<file path="src/rtl/voice_alloc_if.sv">
// Event bus between the MIDI decoder, the voice allocator and the oscillator bank.
// Input strobes are one-cycle events taken only while busy_o is low; output strobes pulse for one cycle with ch_o.
interface voice_alloc_if #(
  parameter int NUM_VOICES = 4,
  parameter int NOTE_BW    = 7
);
  logic                  noteOnStrb_i;
  logic                  noteOffStrb_i;
  logic [NOTE_BW-1:0]    note_i;
  logic                  busy_o;
  logic                  noteOnStrb_o;
  logic                  noteOffStrb_o;
  logic [NUM_VOICES-1:0] ch_o;
  logic [NOTE_BW-1:0]    note_o;
  logic                  stolen_o;

  modport master (
    output noteOnStrb_i, noteOffStrb_i, note_i,
    input  busy_o, noteOnStrb_o, noteOffStrb_o, ch_o, note_o, stolen_o
  );

  modport slave (
    input  noteOnStrb_i, noteOffStrb_i, note_i,
    output busy_o, noteOnStrb_o, noteOffStrb_o, ch_o, note_o, stolen_o
  );
endinterface

</file>
<file path="src/rtl/voice_alloc.sv">
// Polyphonic voice allocator: maps note-on/off events to one-hot oscillator strobes,
// retriggering held notes and stealing the oldest voice when all are busy.
module voice_alloc #(
  parameter int NUM_VOICES = 4,
  parameter int NOTE_BW    = 7,
  parameter int AGE_BW     = 4
) (
  input  logic        clk_i,
  input  logic        nrst_i,
  voice_alloc_if.slave bus,
  output logic [1:0]  state_o
);
  localparam int IDX_BW = (NUM_VOICES > 1) ? $clog2(NUM_VOICES) : 1;
  localparam logic [IDX_BW-1:0] LAST_IDX = IDX_BW'(NUM_VOICES - 1);

  typedef enum logic [1:0] {IDLE = 2'd0, SCAN = 2'd1, ISSUE = 2'd2} state_t;
  // Candidate quality, ordered so a better kind has a larger code.
  typedef enum logic [1:0] {K_NONE = 2'd0, K_STEAL = 2'd1, K_FREE = 2'd2, K_MATCH = 2'd3} kind_t;

  state_t                state_q;
  kind_t                 kind_q, nxt_kind;
  logic [IDX_BW-1:0]     idx_q, cand_q, nxt_cand;
  logic [AGE_BW-1:0]     cand_age_q, nxt_cand_age;
  logic                  op_on_q;
  logic [NUM_VOICES-1:0] alloc_q;
  logic [NOTE_BW-1:0]    vnote_q [NUM_VOICES];
  logic [AGE_BW-1:0]     age_q   [NUM_VOICES];
  logic                  busy_q, on_strb_q, off_strb_q, stolen_q;
  logic [NUM_VOICES-1:0] ch_q;
  logic [NOTE_BW-1:0]    note_q;
  logic                  hit;

  always_comb begin
    nxt_kind     = kind_q;
    nxt_cand     = cand_q;
    nxt_cand_age = cand_age_q;
    hit          = alloc_q[idx_q] && (vnote_q[idx_q] == note_q);
    if (op_on_q) begin
      if (hit && kind_q != K_MATCH) begin
        nxt_kind = K_MATCH;
        nxt_cand = idx_q;
      end else if (!alloc_q[idx_q] && (kind_q == K_NONE || kind_q == K_STEAL)) begin
        nxt_kind = K_FREE;
        nxt_cand = idx_q;
      end else if (alloc_q[idx_q] &&
                   (kind_q == K_NONE || (kind_q == K_STEAL && age_q[idx_q] > cand_age_q))) begin
        nxt_kind     = K_STEAL;
        nxt_cand     = idx_q;
        nxt_cand_age = age_q[idx_q];
      end
    end else if (hit && kind_q == K_NONE) begin
      nxt_kind = K_MATCH;
      nxt_cand = idx_q;
    end
  end

  // Strobes, ch_o and the voice tables are all updated on the edge that enters ISSUE,
  // using the candidate that includes the last scanned voice.
  always_ff @(posedge clk_i or negedge nrst_i) begin
    if (!nrst_i) begin
      state_q    <= IDLE;
      kind_q     <= K_NONE;
      idx_q      <= '0;
      cand_q     <= '0;
      cand_age_q <= '0;
      op_on_q    <= 1'b0;
      alloc_q    <= '0;
      busy_q     <= 1'b0;
      on_strb_q  <= 1'b0;
      off_strb_q <= 1'b0;
      stolen_q   <= 1'b0;
      ch_q       <= '0;
      note_q     <= '0;
      for (int v = 0; v < NUM_VOICES; v++) begin
        vnote_q[v] <= '0;
        age_q[v]   <= '0;
      end
    end else begin
      on_strb_q  <= 1'b0;
      off_strb_q <= 1'b0;
      stolen_q   <= 1'b0;
      ch_q       <= '0;
      case (state_q)
        IDLE: begin
          if (bus.noteOffStrb_i || bus.noteOnStrb_i) begin
            note_q     <= bus.note_i;
            op_on_q    <= !bus.noteOffStrb_i;
            idx_q      <= '0;
            kind_q     <= K_NONE;
            cand_q     <= '0;
            cand_age_q <= '0;
            busy_q     <= 1'b1;
            state_q    <= SCAN;
          end
        end
        SCAN: begin
          kind_q     <= nxt_kind;
          cand_q     <= nxt_cand;
          cand_age_q <= nxt_cand_age;
          idx_q      <= idx_q + IDX_BW'(1);
          if (idx_q == LAST_IDX) begin
            state_q <= ISSUE;
            if (op_on_q) begin
              on_strb_q <= 1'b1;
              ch_q      <= NUM_VOICES'(1) << nxt_cand;
              stolen_q  <= (nxt_kind == K_STEAL);
              for (int v = 0; v < NUM_VOICES; v++) begin
                if (IDX_BW'(v) == nxt_cand) begin
                  alloc_q[v] <= 1'b1;
                  vnote_q[v] <= note_q;
                  age_q[v]   <= '0;
                end else if (alloc_q[v] && age_q[v] != '1) begin
                  age_q[v] <= age_q[v] + AGE_BW'(1);
                end
              end
            end else if (nxt_kind == K_MATCH) begin
              off_strb_q       <= 1'b1;
              ch_q             <= NUM_VOICES'(1) << nxt_cand;
              alloc_q[nxt_cand] <= 1'b0;
              age_q[nxt_cand]   <= '0;
            end
          end
        end
        ISSUE: begin
          busy_q  <= 1'b0;
          state_q <= IDLE;
        end
        default: begin
          busy_q  <= 1'b0;
          state_q <= IDLE;
        end
      endcase
    end
  end

  assign bus.busy_o        = busy_q;
  assign bus.noteOnStrb_o  = on_strb_q;
  assign bus.noteOffStrb_o = off_strb_q;
  assign bus.ch_o          = ch_q;
  assign bus.note_o        = note_q;
  assign bus.stolen_o      = stolen_q;
  assign state_o           = state_q;
endmodule

</file>
<file path="src/flat_wrapper.sv">
// flat-port wrapper written by rule: the top's interface ports become plain ports
module voice_alloc_flat 
#(
  parameter int NUM_VOICES = 4,
  parameter int NOTE_BW    = 7,
  parameter int AGE_BW     = 4
)
  (clk_i, nrst_i, state_o, bus_noteOnStrb_i, bus_noteOffStrb_i, bus_note_i, bus_busy_o, bus_noteOnStrb_o, bus_noteOffStrb_o, bus_ch_o, bus_note_o, bus_stolen_o);
  voice_alloc_if #(.NUM_VOICES(NUM_VOICES), .NOTE_BW(NOTE_BW)) bus_i ();
  input  logic clk_i;
  input  logic nrst_i;
  output logic [1:0] state_o;
  input wire logic [$bits(bus_i.noteOnStrb_i)-1:0] bus_noteOnStrb_i;
  input wire logic [$bits(bus_i.noteOffStrb_i)-1:0] bus_noteOffStrb_i;
  input wire logic [$bits(bus_i.note_i)-1:0] bus_note_i;
  output wire logic [$bits(bus_i.busy_o)-1:0] bus_busy_o;
  output wire logic [$bits(bus_i.noteOnStrb_o)-1:0] bus_noteOnStrb_o;
  output wire logic [$bits(bus_i.noteOffStrb_o)-1:0] bus_noteOffStrb_o;
  output wire logic [$bits(bus_i.ch_o)-1:0] bus_ch_o;
  output wire logic [$bits(bus_i.note_o)-1:0] bus_note_o;
  output wire logic [$bits(bus_i.stolen_o)-1:0] bus_stolen_o;
  assign bus_i.noteOnStrb_i = bus_noteOnStrb_i;
  assign bus_i.noteOffStrb_i = bus_noteOffStrb_i;
  assign bus_i.note_i = bus_note_i;
  assign bus_busy_o = bus_i.busy_o;
  assign bus_noteOnStrb_o = bus_i.noteOnStrb_o;
  assign bus_noteOffStrb_o = bus_i.noteOffStrb_o;
  assign bus_ch_o = bus_i.ch_o;
  assign bus_note_o = bus_i.note_o;
  assign bus_stolen_o = bus_i.stolen_o;
  voice_alloc #(.NUM_VOICES(NUM_VOICES), .NOTE_BW(NOTE_BW), .AGE_BW(AGE_BW)) u_core (.clk_i(clk_i), .nrst_i(nrst_i), .bus(bus_i), .state_o(state_o));
endmodule
</file>
<file path="config.mk">
export PLATFORM = sky130hd
export DESIGN_NAME = voice_alloc_flat
export DESIGN_NICKNAME = d
export VERILOG_FILES = /design/src/rtl/voice_alloc_if.sv /design/src/rtl/voice_alloc.sv /design/src/flat_wrapper.sv
export SDC_FILE = /design/constraint.sdc
export NUM_CORES = 1
export LEC_CHECK = 0
export ABC_AREA = 1
export BUFFER_PORTS_ARGS = -buffer_cell sky130_fd_sc_hd__clkbuf_2
export CAP_MARGIN = 10
export CORE_MARGIN = 5
export CORE_UTILIZATION = 45
export CTS_BUF_LIST = sky130_fd_sc_hd__clkbuf_16
export CTS_CLUSTER_DIAMETER = 80
export DETAILED_ROUTE_END_ITERATION = 8
export GPL_ROUTABILITY_DRIVEN = 0
export REMOVE_ABC_BUFFERS = 1
export SLEW_MARGIN = 20
export SYNTH_ARGS = -nofsm -noshare
export SYNTH_HDL_FRONTEND = slang
export SYNTH_SLANG_ARGS = --single-unit
</file>
<file path="constraint.sdc">
create_clock -name clk_i -period 6.5 [get_ports clk_i]
set_input_delay 0.65 -clock clk_i [delete_from_list [all_inputs] [get_ports clk_i]]
set_output_delay 0.65 -clock clk_i [all_outputs]
set_load 0.01 [all_outputs]
</file>
==> results of run 1 <==
power by group through the flow:
stage	clock [uW]	combinational, uW	sequential [uW]
3_5_place_dp	0	1160	788
3_3_place_gp	0	1140	787
4_1_cts	543	1160	782
2_1_floorplan	0	853	775
5_1_grt	563	1320	808
6_report	529	1150	785
worst paths after layout:
| kind | start | end | slack, ns |
|---|---|---|---|
| setup / recovery | u_core.idx_q[0] | u_core.age_q[13] | 2.60 |
| hold / removal | nrst_i | u_core.bus.busy_o | 0.47 |
| setup reg to reg | u_core.idx_q[0] | u_core.age_q[13] | 2.60 |
| hold reg to reg | u_core.vnote_q[4] | u_core.vnote_q[4] | 0.48 |
| max in group asynchronous | nrst_i | u_core.alloc_q[0] | 5.41 |
| min in group clk_i | u_core.vnote_q[4] | u_core.vnote_q[4] | 0.48 |
Yosys cell counts:
cell type / n
o21ai_2: 7
nor2_1: 30
inv_1: 28
dfrtp_1: 76
inv_2: 4
nand3_2: 11
xor2_1: 3
and2_1: 1
nor3_1: 1
inv_4: 1
a21oi_1: 11
o21a_1: 4
nand3_1: 37
nand2_1: 163
o22ai_1: 6
nand3b_1: 1
nand4_1: 26
nand2_4: 9
o21ai_0: 19
o21ai_1: 27
clkbuf_1: 6
nand2_2: 15
ha_1: 9
buf_2: 1
xnor2_1: 8
nand3_4: 4
buf_6: 9
nor2_2: 2
nor2_8: 1
buf_4: 4
a32o_1: 1
cells by family after synthesis:
family / after synthesis
simple gates: 301
flops: 76
compound gates: 75
buf+inv: 53
xor+xnor: 11
fa+ha+maj: 9
flip-flops by register name, indices dropped and copies added, names as in the netlist:
register	cells
u_core.bus.busy_o	1
u_core.kind_q	2
u_core.vnote_q	28
u_core.idx_q	2
u_core.bus.stolen_o	1
u_core.bus.note_o	7
u_core.bus.ch_o	4
u_core.cand_q	2
u_core.state_o	2
u_core.age_q	16
u_core.bus.noteOnStrb_o	1
u_core.bus.noteOffStrb_o	1
u_core.op_on_q	1
u_core.alloc_q	4
u_core.cand_age_q	4
stage by stage:
stage	setup slack [ns]	std cells	power, uW
floorplan	3.51	505	1630
global placement	2.77	663	1920
detailed placement	2.64	663	1950
CTS	2.64	679	2490
global route	2.20	679	2690
finish	2.60	679	2460
critical path: stages, from the launching register on:
cell and delay, ns:
dfrtp_1 0.99, inv_4 0.31, o21ai_0 0.34, o22ai_1 0.18
ha_1 0.32, a21oi_1 0.13, o21ai_0 0.08, o21ai_0 0.07
nand2_1 0.10, o21ai_1 0.32, nand2_2 0.13, nand2_1 0.09
nand3_2 0.11, nand2_4 0.14, nand2_2 0.14, nand2_2 0.11
nand2_4 0.05, nand2_1 0.09, nand2_1 0.05
layout make-up:
cell class,count,area [um2],share of cell area [%]
Tap cell,129,161,3.37
Clock buffer,9,225,4.70
Timing Repair Buffer,29,153,3.19
Sequential cell,76,1900,39.7
Multi-Input combinational cell,396,2130,44.5
Inverter,33,126,2.64
Clock inverter,7,92.6,1.93
routing by layer:
metal / wire length [um] / track usage [%] / share of wire [%] / vias up
li1: - / - / - / 1782
met2: 4590 / 30.1 / 47 / 61
met5: 0 / 0 / 0 / -
met4: 186 / 6.31 / 1.9 / 0
met3: 395 / 4.12 / 4.0 / 15
met1: 4660 / 25.9 / 47 / 1654
==> run metrics, run 1 <==
Area growth syn-to-layout=11.0%; post-DR vias/cell=roughly 5.2; max_slew headroom=between 20% and 30%; Longest Clk Path Bufs=2; synthesized flop and latch total=76; Core Region=just over 9000 um2; RSZ-0062 raised after global routing=no; Max Cap Violations=0; post-CTS resize count=0; Logic pwr share=a little under half; GRT Overall Usage=between 10% and 20%; Worst Path Required=between 6 and 7 ns; mux contribution to synthesized area=0%; vias in the first global route=3,491; status=completed; most frequent cells in the layout=163 x nand2_1, 76 x dfrtp_1, 37 x nand3_1; worst vdd ir=between 0.2 and 0.25 mV; pin count of the biggest net entering global routing=77; Core Rows=35; initial antenna violation count=0; CP Data Arrival Time=4.13 ns; top cell type's share of synthesized area=between 40% and 50%; Initial Util=46.5%; boundary pin count=28; HP Class=in -> async; instance area after placement=4470 um2; die outline width=108 um; CTS Root Cell=clkbuf_16; Setup Fix Bufs, Post-CTS=0; Iter 0 DRT Violations=approximately 130; post-route cell area=between 4000 and 5000 um2; Fin Setup TNS=0 ns; cells on worst reg2reg path=18; CTS tree=yes; largest area contributor in the netlist=dfrtp_1; Pwr Density=between 500 and 600 nW/um2; Worst-Skew Late Latency=0.34 ns; synth warn=0; critical path peak fanout=29; cell count after synthesis=525; Final Util=51.6%; Net Sw Frac=approximately 46%; Final Critical Period=between 3 and 4 ns; Int Power=between 1000 and 1500 uW; largest family of logic cells by synthesized area=simple AND/OR/NAND/NOR gates; post-synthesis simple-gate area fraction=34.7%; Seq/Total Area, Yosys=between 40% and 50%; commonest non-fill, non-tap cell in the layout=nand2_1; adder-cell area share of the yosys netlist=2.61%; CTS Sinks=76; Clock transition at path regs=about 0.050 ns; antenna-violating nets left=0; via count of the routed design=about 3,500; Max Clock Freq=roughly 0.26 GHz; die height=108 um; Detailed Route WL=9840 um; residual DRC count=0; Critical Path End Type=flip-flop; HPWL after DPL=6750 um; ranking of synthesized cells by area=dfrtp_1 44%, nand2_1 14%, nand3_1 4.3%; Netlist cell types=31; CTS H-tree depth=3; leakage power=between 0.002 and 0.0025 uW; net switching power figure=approximately 1100 uW; final hold vios=0; fin crit share=between 60 and 70%; final net count=around 570; Crit Path Class=reg -> reg; Clock Skews=between 0.006 and 0.007 ns; Mean Syn Cell Area=a little over 8 um2; startpoint class of the critical path=flip-flop; Worst Max-Slew Pin Slew=approximately 1.1 ns; Port Buffer Count=27; total global routing overflow=0; Post-Syn Area=roughly 4300 um2; sequential power share=31.9%; drt pass-1 iters=4; final slew viol count=0; FILL cells=between 900 and 1,000; Hold Slack=around 0.47 ns; ratio of cells with drive above 1 in the final layout=between 10% and 20%; n_diodes=0; first-pass GRT wire length=approximately 18,000 um; Synth Area in XOR/XNOR=2.23%; clock power share=between 20% and 30%; die area=between 10,000 and 15,000 um2; compound-gate portion of the synthesized area=under 10%; CTS Buf Count=9; WL/cell=about 14 um; CTS Hold Bufs=0; final setup vio count=0
(Power assumes the default switching activity.)
==> inputs of run 2 (changes only) <==
- ABC_AREA: 1 -> 0
- clock period: 6.5 -> 3.7 ns (I/O delays scaled with it)
==> run 2 against run 1 <==
  * Register-to-register slack got worse by 2.4 ns
  * Synthesized area fell by 12%
  * Global-route usage fell by 2.3 points
  * Utilization rose by 2.1 points
  * Critical path depth fell by 9
  * Final cell count fell by 32%
  * Clock-buffer cell count did not move
  * Sequential share of layout area rose by 3.4 points
  * Wire length fell by 19%
  * Critical path type unchanged
  * Design area fell by 7.9%
  * Flip-flop and latch count did not move
==> run metrics, run 2 <==
status=completed; RSZ-0062 raised after global routing=no; top cell type's share of synthesized area=between 40 and 50%; ratio of cells with drive above 1 in the final layout=28.5%; CTS tree=yes; Critical R2R Launch=u_core.idx_q[0]; sequential power share=roughly two fifths; Port Buffer Count=27; Initial Util=between 40% and 50%; Design Power=approximately 3400 uW; pin count of the biggest net entering global routing=a little under 80; Seq/Total Area, Yosys=49.9%; Worst path slowest cell=mux4_2; residual DRC count=0; drt pass-1 iters=4; Pwr Density=~770 nW/um2; critical path peak fanout=8; max reg flops=28; post-DR vias/cell=5.51; adder-cell area share of the yosys netlist=under 10%; leakage power=between 0.0015 and 0.002 uW; reg2reg end=u_core.vnote_q[27]; CP delay by family, top=compound AO/OA/AOI/OAI gates; GRT Overall Usage=between 15 and 20%; ys flop type=dfrtp_1; die area=between 10,000 and 15,000 um2; multi-input logic area=roughly 1800 um2; fin crit share=approximately 95%; Hold Slack=roughly 0.18 ns; post-synthesis simple-gate area fraction=11.2%; CTS Buf Count=9; HP Class=in -> async; compound-gate portion of the synthesized area=between 10% and 20%; startpoint class of the critical path=flip-flop; final setup vio count=0; boundary pin count=28; Netlist cell types=between 40 and 50; setup ws final=roughly 0.18 ns; worst vdd ir=0.331 mV; R2R Setup Slk=around 0.18 ns; Net Sw Frac=34.5%; antenna-violating nets left=0; Cell Count, Final, Fillers Out=roughly 460; CTS Sinks=76; most frequent cells in the layout=75 x dfrtp_1, 27 x inv_1, 26 x nand2_1, 26 x clkbuf_2, 21 x mux2_2; Int Power=2230 uW; Worst Max-Slew Pin Slew=roughly 0.94 ns; Crit path largest cell delay=between 0.5 and 0.6 ns; Final Critical Period=between 3 and 4 ns; Area growth syn-to-layout=15.8%; mux contribution to synthesized area=19.9%; CP Data Arrival Time=approximately 3.8 ns; Max Cap Violations=0; cells on worst reg2reg path=9; Core Region=roughly 8200 um2; Mean Syn Cell Area=around 12 um2; CTS Root Cell=clkbuf_16; max_slew headroom=between 30% and 40%; die height=102 um; largest area contributor in the netlist=dfrtp_1; Clock Skews=approximately 0.01 ns; FILL cells=around 700; EDFF count, synth=0; top cells by count, synth=76 x dfrtp_1, 26 x nand2_1, 25 x inv_1; first-pass GRT wire length=approximately 13,000 um; final hold vios=0; cell count after synthesis=approximately 310; Core Rows=33; via count of the routed design=roughly 2,500; Clock transition at path regs=roughly 0.06 ns; clock power share=26.8%; register area=between 1500 and 2000 um2; Max Clock Freq=0.284 GHz; Top reg by flops=u_core.vnote_q; Worst-Skew Late Latency=~0.34 ns; WL/cell=between 15 and 20 um; vias in the first global route=between 2,000 and 3,000; Detailed Route WL=around 8000 um; die outline width=approximately 100 um; synthesized flop and latch total=76; Longest Clk Path Bufs=2; final net count=373; synth warn=0; Iter 0 DRT Violations=approximately 140; commonest non-fill, non-tap cell in the layout=dfrtp_1; most frequent cell after synthesis=dfrtp_1; pre-CTS WS=around 0.0056 ns; HPWL after DPL=around 5400 um; ys async rst share=100%; CTS Hold Bufs=0; Worst Path Required=3.92 ns; n_diodes=0; largest family of logic cells by synthesized area=multiplexers; Synth Area in XOR/XNOR=~1.6%; Post-Syn Area=approximately 3800 um2; net switching power figure=around 1200 uW; Logic pwr share=~34%; ranking of synthesized cells by area=dfrtp_1 50%, mux2_2 6.2%, mux4_2 5.3%; Bufs and invs on worst path=0; final slew viol count=0; CP Cell Sequence=mux4_2, ha_1, and3b_1, a2111oi_1, o21ai_1, o21a_1, or4_4, a21oi_4, mux2_2; initial antenna violation count=0; Critical Path End Type=flip-flop; Crit Path Class=reg -> reg; total global routing overflow=0; CTS H-tree depth=3; dpl cells=approximately 450; Final Util=a little over half
## run 2: worst max path at each step
stage                         start                  to  slack [ns]  cells after the start
floorplan           u_core.idx_q[0]  u_core.vnote_q[22]       -0.22                      9
global placement    u_core.idx_q[0]  u_core.vnote_q[22]        0.15                      9
detailed placement  u_core.idx_q[0]  u_core.vnote_q[27]       0.006                      9
CTS                 u_core.idx_q[0]  u_core.vnote_q[27]       0.007                      9
global route        u_core.idx_q[0]  u_core.vnote_q[27]        0.04                      9
finish              u_core.idx_q[0]  u_core.vnote_q[27]        0.18                      9
## run 2: cell families after synthesis
family	count (synthesis)
buffers and inverters	32
AO/OA/AOI/OAI	57
XOR/XNOR	7
adder cells (fa/ha/maj)	10
multiplexers	54
flip-flops	76
AND/OR/NAND/NOR	77
## run 2: power by group through the flow
stage / Sequential [uW] / Clock (uW) / Combinational (uW)
after global placement: 1320 / 0 / 1140
after global routing: 1370 / 969 / 1280
after floorplan: 1330 / 0 / 784
after detailed placement: 1330 / 0 / 1160
after CTS: 1320 / 932 / 1160
final: 1330 / 913 / 1170
## run 2: layout make-up
class	instances	share of cell area [%]
multi-input combinational	205	40.2
tap	105	2.98
timing repair buffer	35	4.48
sequential	76	43.1
clock buffer	9	5.10
inverter	26	2.21
clock inverter	7	1.90
## run 2: repair_timing
action                                  4_1_cts  5_1_grt
gates resized for setup                       0        4
endpoints found under the setup margin        0       11
setup buffers                                 0        0
## run 2: per-layer routing
layer  part of all wire, %  track usage (%)  vias to the layer above
li1                      -                -                     1222
met1                    50             23.5                     1264
met2                    45             24.5                       54
met3                   3.6             4.16                        9
met4                   1.3             6.96                        0
met5                     0                0                        -
## run 2: per-stage QoR
stage          setup TNS [ns]  instance area [um2]
6_report                    0                 4410
5_1_grt                     0                 4410
4_1_cts                     0                 4410
3_5_place_dp                0                 4100
3_3_place_gp                0                 4100
2_1_floorplan           -2.83                 3770
